<file path="src/rtl/intc.sv">
// Interrupt controller: up to 8 active-low asynchronous sources, per-source
// enable and edge/level selection, round-robin arbitration, and a
// claim/complete handshake that raises a single active-low request line.
module intc #(
    parameter int NSRC = 8
) (
    input  logic            clk,
    input  logic            rst,
    input  logic [NSRC-1:0] src,
    input  logic            sel,
    input  logic            we,
    input  logic [1:0]      addr,
    input  logic [31:0]     wdata,
    output logic [31:0]     rdata,
    output logic            ei
);

    typedef enum logic {
        IDLE    = 1'b0,
        CLAIMED = 1'b1
    } state_t;

    // The synchronizers carry the active-high form of the sources, so their
    // reset value of zero means "not asserted".
    logic [NSRC-1:0] sync1_q;
    logic [NSRC-1:0] sync2_q;
    logic [NSRC-1:0] act_prev_q;
    logic [NSRC-1:0] s_act;

    logic [NSRC-1:0] enable_q;
    logic [NSRC-1:0] edge_q;
    logic [NSRC-1:0] pending_q;
    logic [NSRC-1:0] pending_d;
    logic [NSRC-1:0] excl;
    logic [NSRC-1:0] elig;

    logic [2:0]      arb_id;
    logic            arb_vld;
    logic [2:0]      win_id_q;
    logic            win_vld_q;

    state_t          state_q;
    logic [2:0]      cl_id_q;
    logic [2:0]      last_id_q;

    logic [31:0]     rdata_q;
    logic [31:0]     rdata_d;
    logic            ei_q;
    logic            ei_d;

    logic            rd_en;
    logic            wr_en;
    logic            claim_fire;
    logic            complete_fire;
    logic [3:0]      claim_val;
    logic            unused_wdata;

    assign rd_en = !sel && we;
    assign wr_en = !sel && !we;
    assign s_act = sync2_q;

    // Upper write-data bits only matter for wider registers that do not exist.
    assign unused_wdata = ^wdata[31:4];

    assign claim_fire    = rd_en && (addr == 2'd3) && (state_q == IDLE) && win_vld_q;
    assign complete_fire = wr_en && (addr == 2'd3) && (state_q == CLAIMED) &&
                           (wdata[3:0] == ({1'b0, cl_id_q} + 4'd1));
    assign claim_val     = (state_q == IDLE && win_vld_q) ? ({1'b0, win_id_q} + 4'd1) : 4'd0;

    // Two-flop synchronizer plus a delayed copy for edge detection.
    always_ff @(posedge clk or negedge rst) begin
        if (!rst) begin
            sync1_q    <= '0;
            sync2_q    <= '0;
            act_prev_q <= '0;
        end else begin
            sync1_q    <= ~src;
            sync2_q    <= sync1_q;
            act_prev_q <= sync2_q;
        end
    end

    // Software-visible configuration registers.
    always_ff @(posedge clk or negedge rst) begin
        if (!rst) begin
            enable_q <= '0;
            edge_q   <= '0;
        end else if (wr_en) begin
            if (addr == 2'd0) enable_q <= wdata[NSRC-1:0];
            if (addr == 2'd2) edge_q   <= wdata[NSRC-1:0];
        end
    end

    // Pending next-state: edge sources latch a rising activity and clear on
    // claim (a coincident new edge wins); level sources follow activity.
    // Flipping a source's mode drops whatever it had pending.
    always_comb begin
        pending_d = pending_q;
        for (int i = 0; i < NSRC; i++) begin
            if (edge_q[i]) begin
                pending_d[i] = (pending_q[i] &
                                ~(claim_fire && (win_id_q == 3'(i)))) |
                               (s_act[i] & ~act_prev_q[i]);
            end else begin
                pending_d[i] = s_act[i];
            end
            if (wr_en && (addr == 2'd2) && (wdata[i] != edge_q[i])) begin
                pending_d[i] = 1'b0;
            end
        end
    end

    // Pending register.
    always_ff @(posedge clk or negedge rst) begin
        if (!rst) pending_q <= '0;
        else      pending_q <= pending_d;
    end

    // Eligibility, with the outstanding claim masked out while it is held.
    always_comb begin
        excl = '0;
        for (int i = 0; i < NSRC; i++) begin
            excl[i] = (state_q == CLAIMED) && (cl_id_q == 3'(i));
        end
        elig = pending_q & enable_q & ~excl;
    end

    // Round-robin search starting just after the last claimed id.
    always_comb begin
        arb_vld = 1'b0;
        arb_id  = '0;
        for (int k = 0; k < NSRC; k++) begin
            for (int j = 0; j < NSRC; j++) begin
                if (!arb_vld && elig[j] && (j == (int'(last_id_q) + 1 + k) % NSRC)) begin
                    arb_vld = 1'b1;
                    arb_id  = 3'(j);
                end
            end
        end
    end

    // Register the arbitration winner every cycle.
    always_ff @(posedge clk or negedge rst) begin
        if (!rst) begin
            win_id_q  <= '0;
            win_vld_q <= 1'b0;
        end else begin
            win_id_q  <= arb_id;
            win_vld_q <= arb_vld;
        end
    end

    // Claim/complete state machine with claimed id and round-robin pointer.
    always_ff @(posedge clk or negedge rst) begin
        if (!rst) begin
            state_q   <= IDLE;
            cl_id_q   <= '0;
            last_id_q <= 3'(NSRC - 1);
        end else begin
            case (state_q)
                IDLE: begin
                    if (claim_fire) begin
                        state_q   <= CLAIMED;
                        cl_id_q   <= win_id_q;
                        last_id_q <= win_id_q;
                    end
                end
                CLAIMED: begin
                    if (complete_fire) state_q <= IDLE;
                end
                default: state_q <= IDLE;
            endcase
        end
    end

    // Read-data and request-line next values; the claiming read itself
    // already drops the request so it never lingers into CLAIMED.
    always_comb begin
        rdata_d = rdata_q;
        if (rd_en) begin
            case (addr)
                2'd0:    rdata_d = 32'(enable_q);
                2'd1:    rdata_d = 32'(pending_q);
                2'd2:    rdata_d = 32'(edge_q);
                default: rdata_d = 32'(claim_val);
            endcase
        end
        ei_d = !(win_vld_q && (state_q == IDLE) && !claim_fire);
    end

    // Registered outputs.
    always_ff @(posedge clk or negedge rst) begin
        if (!rst) begin
            rdata_q <= '0;
            ei_q    <= 1'b1;
        end else begin
            rdata_q <= rdata_d;
            ei_q    <= ei_d;
        end
    end

    assign rdata = rdata_q;
    assign ei    = ei_q;

endmodule

</file>
<file path="config.mk">
export PLATFORM = sky130hd
export DESIGN_NAME = intc
export DESIGN_NICKNAME = d
export VERILOG_FILES = /design/src/rtl/intc.sv
export SDC_FILE = /design/constraint.sdc
export NUM_CORES = 1
export LEC_CHECK = 0
export BUFFER_PORTS_ARGS = -buffer_cell sky130_fd_sc_hd__buf_2
export CAP_MARGIN = 20
export CORE_MARGIN = 2
export CORE_UTILIZATION = 40
export DETAILED_ROUTE_END_ITERATION = 8
export PLACE_DENSITY = 0.71
export SLEW_MARGIN = 10
export SYNTH_ARGS = -nofsm -noshare
export SYNTH_HDL_FRONTEND = slang
export SYNTH_SLANG_ARGS = --single-unit
</file>
<file path="constraint.sdc">
create_clock -name clk -period 2.8 [get_ports clk]
set_input_delay 0.56 -clock clk [delete_from_list [all_inputs] [get_ports clk]]
set_output_delay 0.56 -clock clk [all_outputs]
set_load 0.05 [all_outputs]
</file>
Word-level counts from Yosys, hierarchy flattened
Cells that the tools add are included.
Word-level totals
  input port bits: 46
  output and inout port bits: 33
  bits in registers: 92
  word-level logic and storage cells: 557
Operators by class
  multiplexer cells: 148
  reductions and logical operators: 251
  eq/ne operators: 82
  bitwise operators: 53
  add/subtract/negate cells: 10
Operators by type and width (number)
  32-bit zero test: 8
  3-bit 2-to-1 mux: 60
  1-bit logical AND: 162
  4-bit == test (first input constant): 32
  1-bit 2-to-1 mux: 83
  1-bit zero test: 67
  3-bit by 4-bit == test with 1-bit output (first input constant): 16
  2-bit by 4-bit == test with 1-bit output (first input constant): 8
  3-bit == test (second input constant): 8
  8-bit one-hot mux with 3 select lines: 1
  3-bit OR reduction: 8
  1-bit inverter: 17
  1-bit bitwise AND: 16
  8-bit bitwise AND: 2
  8-bit inverter: 2
  3-bit adder (second input constant): 4
  3-bit by 2-bit == test with 1-bit output (second input constant): 4
  3-bit by 1-bit adder with 4-bit output (second input constant): 2
  1-bit bitwise AND (first input constant): 8
  1-bit inequality test: 8
  1-bit OR: 8
  3-bit by 1-bit adder with 3-bit output (second input constant): 2
  3-bit by 2-bit adder with 3-bit output (second input constant): 2
  3-bit by 1-bit == test with 1-bit output (second input constant): 2
  9 further kinds: 14

Longest topological paths before layout
  word-level depth: 258
  gate-level depth with buffers: 12
  mapped depth without buffers: 10

Worst setup path after synthesis
No wires, ideal clock.
  kind: reg2reg
  from: register last_id_q[1]
  to: register win_id_q[0]
  path slack: -0.179 ns
  required time: 2.658 ns
  buffers on the path: 3
  clock period less this slack: 2.979 ns
  cell stages (with the launch flop): 12
  arrival time: 2.837 ns
  library setup time: 0.142 ns
  cells stage by stage: dfstp_2 > ha_1 > xnor2_2 > buf_2 > ha_1 > clkbuf_1 > a32oi_2 > nand4bb_1 > buf_2 > a21oi_1 > a2111oi_1 > nand4_1
On the way
  cells in the longest elaborated chain, start to end: 258
  elaborated cells on any way between the ends: 404
  those cells by class: 8 x add/sub; 56 x eq/ne; 126 x mux; 8 x bitwise; 206 x reduce/logical
RTL lines
  start, declared: RTL line 44  | logic [2:0] last_id_q;
  start signal, assigned: RTL line 158  | last_id_q <= 3'(NSRC - 1);
  start signal, assigned: RTL line 165  | last_id_q <= win_id_q;
  3-bit by 1-bit adder with 3-bit output *: RTL line 134  | if (!arb_vld && elig[j] && (j == (int'(last_id_q) + 1 + k) % NSRC)) begin
  3-bit OR reduction (no line)
  1-bit bitwise AND (no line)
  32-bit zero test: RTL line 134
  1-bit logical AND: RTL line 134
  1-bit 2-to-1 mux: RTL line 134
  1-bit zero test: RTL line 134
  1-bit logical AND (2 in a row): RTL line 134
  (+240 left out)
  1-bit 2-to-1 mux: RTL line 134
  1-bit zero test: RTL line 134
  1-bit logical AND (2 in a row): RTL line 134
  1-bit 2-to-1 mux: RTL line 134
  1-bit zero test: RTL line 134
  1-bit logical AND (2 in a row): RTL line 134
  3-bit 2-to-1 mux *: RTL line 134
  net arb_id[0]: RTL line 37  | logic [2:0] arb_id;
  end signal, assigned: RTL line 148  | win_id_q <= arb_id;
  end, declared: RTL line 39  | logic [2:0] win_id_q;
Mark *: on every way through the listed nets, which the timed path passes. The rest lies on a longest branch.
A chain may end at the register's enable or synchronous reset.

Worst setup path in the final report
  from: register last_id_q[0]
  to: register win_id_q[1]
Same word-level chain as after synthesis.

==> impl_metrics.tcl <==
set metrics [dict create \
    status "complete, but fails checks" \
    violations "setup timing" \
    yosys.cell_types.count 81 \
    reg2reg_from "last_id_q[0]$_DFFE_PN1P_" \
    switching_share 0.446 \
    slew_headroom 0.500 \
    areaGrowthSynthToFinish_pct 36.9 \
    fin_worst_skew_ns 0.00258 \
    grt-ovfl-total 0 \
    gp_congestion 1.02 \
    dr.pass1.iters 5 \
    grt_max_degree 30 \
    r2r_slack_ns -0.23 \
    synthAdderAreaFrac 0.0549 \
    async_flop_share 1.00 \
    setup_viol 4 \
    power_density_nw_per_um2 1190 \
    nets 759 \
    vias 4836 \
    drive_above_1_share 0.373 \
    die_w_um 113 \
    leakagePower_nw 2.96 \
    fp.dieH_um 113 \
    ys.flop_type "dfrtp_1" \
    slew_viol_final 0 \
    grt_pass1_vias 4908 \
    cts_root_buffer "clkbuf_16" \
    vdd_drop_max_uv 662 \
    design.core.area_um2 11600 \
    via_per_inst 5.76 \
    synthSimpleGateAreaFrac 0.266 \
    syn_area_per_cell_um2 8.78 \
    startpoint_type "flop" \
    p_comb_frac 0.692 \
    route.detailed.drc 0 \
    fmax_mhz 330 \
    cap_violations 0 \
    crit_fanout 6 \
    syn_inst 545 \
    finalSetupTns_ns -0.648 \
    initial_utilization 0.414 \
    synth-edff-count 0 \
    pwr-share-clk 0.128 \
    cts.clk_slew.worst_paths_ns 0.05 \
    endpoint_kind "flop" \
    grt_pass1_wl_mm 26.0 \
    p_sw_mw 3.47 \
    fp-row-count 39 \
    clock_latency_ns 0.33 \
    hold_violations 0 \
    p_seq_frac 0.180 \
    synth-seq-cells 68 \
    cts_buffer_depth 2 \
    port_buffers 30 \
    drt_iter0_drc 294 \
    totalWireLength_mm 16.5 \
    io-pin-count 79 \
    diodes 0 \
    die_area_um2 12900 \
    clock-sinks 68 \
    synth_xor_area_frac 0.0178 \
    grt.total_usage 0.262 \
    syn_area_um2 4790 \
    ff2ff_path_depth 10 \
    worst_pin_slew_ns 0.744 \
    setup.worst_path.start "last_id_q[0]$_DFFE_PN1P_" \
    rsz0062_at_grt "yes" \
    synth_compound_area_frac 0.174 \
    drt.antenna.violating_nets 0 \
    htreeDepth 3 \
    fin_crit_sh 1.08 \
    yosysSeqAreaShare 0.357 \
    r2r_end "win_id_q[1]$_DFF_PN0_" \
    antenna_found_initial 0 \
    cell_internal_pwr_mw 4.31 \
    yosys_warnings 0 \
    period_minus_slack_ns 3.03 \
    cts_made_buffers 9 \
    fin_ws_ns -0.226 \
    crit_arrival_ns 3.28 \
    dp_hpwl_mm 12.8 \
    hold_path.class "input port to asynchronous set/reset pin" \
    wl_per_cell_um 19.6 \
    cts_tree "yes" \
    synth_top_family_by_area "simple AND/OR/NAND/NOR gates" \
    cp.required_ns 3.05 \
    crit_type "flop to flop" \
    dp_slack_ns -0.404 \
    synthMuxAreaShare 0.0504 \
]
## flip-flops by register name, indices dropped and copies added (netlist names)
signal      count
win_id_q        3
ei              1
edge_q          8
win_vld_q       1
enable_q        8
rdata           8
cl_id_q         3
s_act           8
act_prev_q      8
state_q         1
pending_q       8
last_id_q       3
sync1_q         8
## critical path, stage by stage (launching register included)
cell,delay [ns]
dfstp_2,0.59
inv_4,0.06
ha_4,0.24
xor3_2,0.47
o31a_1,0.31
a2111oi_4,0.28
nand3_2,0.17
buf_6,0.16
or3_1,0.31
o211a_1,0.23
nand4_1,0.13
## worst max path at each step
stage	to	cells past startpoint
2_1_floorplan	win_id_q[1]$_DFF_PN0_	11
3_3_place_gp	win_id_q[0]$_DFF_PN0_	13
6_report	win_id_q[1]$_DFF_PN0_	10
3_5_place_dp	win_id_q[0]$_DFF_PN0_	13
4_1_cts	win_id_q[1]$_DFF_PN0_	10
5_1_grt	win_id_q[1]$_DFF_PN0_	10
## cell usage in the layout, fill, tap and decap left out, types with 16 or more instances in the layout
cell and instances:
conb_1 24, inv_1 16, nor2_1 26, buf_4 125, dfrtp_1 64, a21oi_1 34
nand3_1 22, buf_2 30, nand2_1 78, nand4_1 17, o21ai_0 22
## final cells by class
cell class | instances | area [µm²]
sequential | 68 | 1710
clock inverter | 2 | 10.0
fill | 1013 | 5010
multi-input combinational | 429 | 3140
inverter | 21 | 83.8
tap | 143 | 179
clock buffer | 14 | 254
timing repair buffer | 163 | 1180
## stage by stage
| stage | utilization | power (mW) | instances | hold slack [ns] | instance area [µm²] |
|---|---|---|---|---|---|
| final | 0.567 | 7.79 | 840 | 0.236 | 6550 |
| after CTS | 0.559 | 7.40 | 840 | 0.246 | 6460 |
| after floorplan | - | 3.77 | 568 | 0.264 | 4920 |
| after global placement | 0.508 | 5.58 | 816 | 0.332 | 5880 |
| after global routing | 0.567 | 8.20 | 840 | 0.282 | 6550 |
| after detailed placement | 0.508 | 5.58 | 816 | 0.336 | 5880 |
## kinds of logic after synthesis
family,Yosys count
buffers and inverters,71
DFF,68
other,1
AOI/OAI and AO/OA,121
muxes,19
adders and majority gates,21
xor gates and xnor gates,7
and+or+nand+nor,237
## metal layers
metal,up-vias,global-route usage,part of all wire
li1,2251,-,-
met1,2340,0.321,0.40
met2,200,0.455,0.51
met3,45,0.0329,0.048
met4,0,0.133,0.044
met5,-,0,0
## power by group through the flow
| stage | Sequential [mW] | Clock (mW) | Combinational, mW |
|---|---|---|---|
| 2_1_floorplan | 1.44 | 0 | 2.33 |
| 3_3_place_gp | 1.39 | 0 | 4.19 |
| 3_5_place_dp | 1.40 | 0 | 4.18 |
| 4_1_cts | 1.40 | 1.01 | 4.99 |
| 5_1_grt | 1.43 | 1.06 | 5.71 |
| 6_report | 1.41 | 0.994 | 5.39 |
## cell usage after synthesis (7+ instances only)
cell type | count | area share
a211oi_1 | 14 | 0.022
a21oi_1 | 36 | 0.038
and4_1 | 7 | 0.013
buf_2 | 8 | 0.0084
buf_4 | 26 | 0.041
clkbuf_1 | 13 | 0.010
dfrtp_1 | 64 | 0.33
ha_1 | 21 | 0.055
inv_1 | 20 | 0.016
mux2_2 | 11 | 0.026
nand2_1 | 78 | 0.061
nand3_1 | 25 | 0.026
nand4_1 | 17 | 0.022
nor2_1 | 27 | 0.021
nor3_1 | 20 | 0.021
nor4_1 | 8 | 0.010
o21ai_0 | 26 | 0.027
## what timing repair did
action,in CTS,in global routing
setup endpoints to repair,4,4
setup buffers,9,0
pin swaps,23,5
gates resized for setup,49,21
hold buffers,0,0
Power figures use the tool's default switching activity.
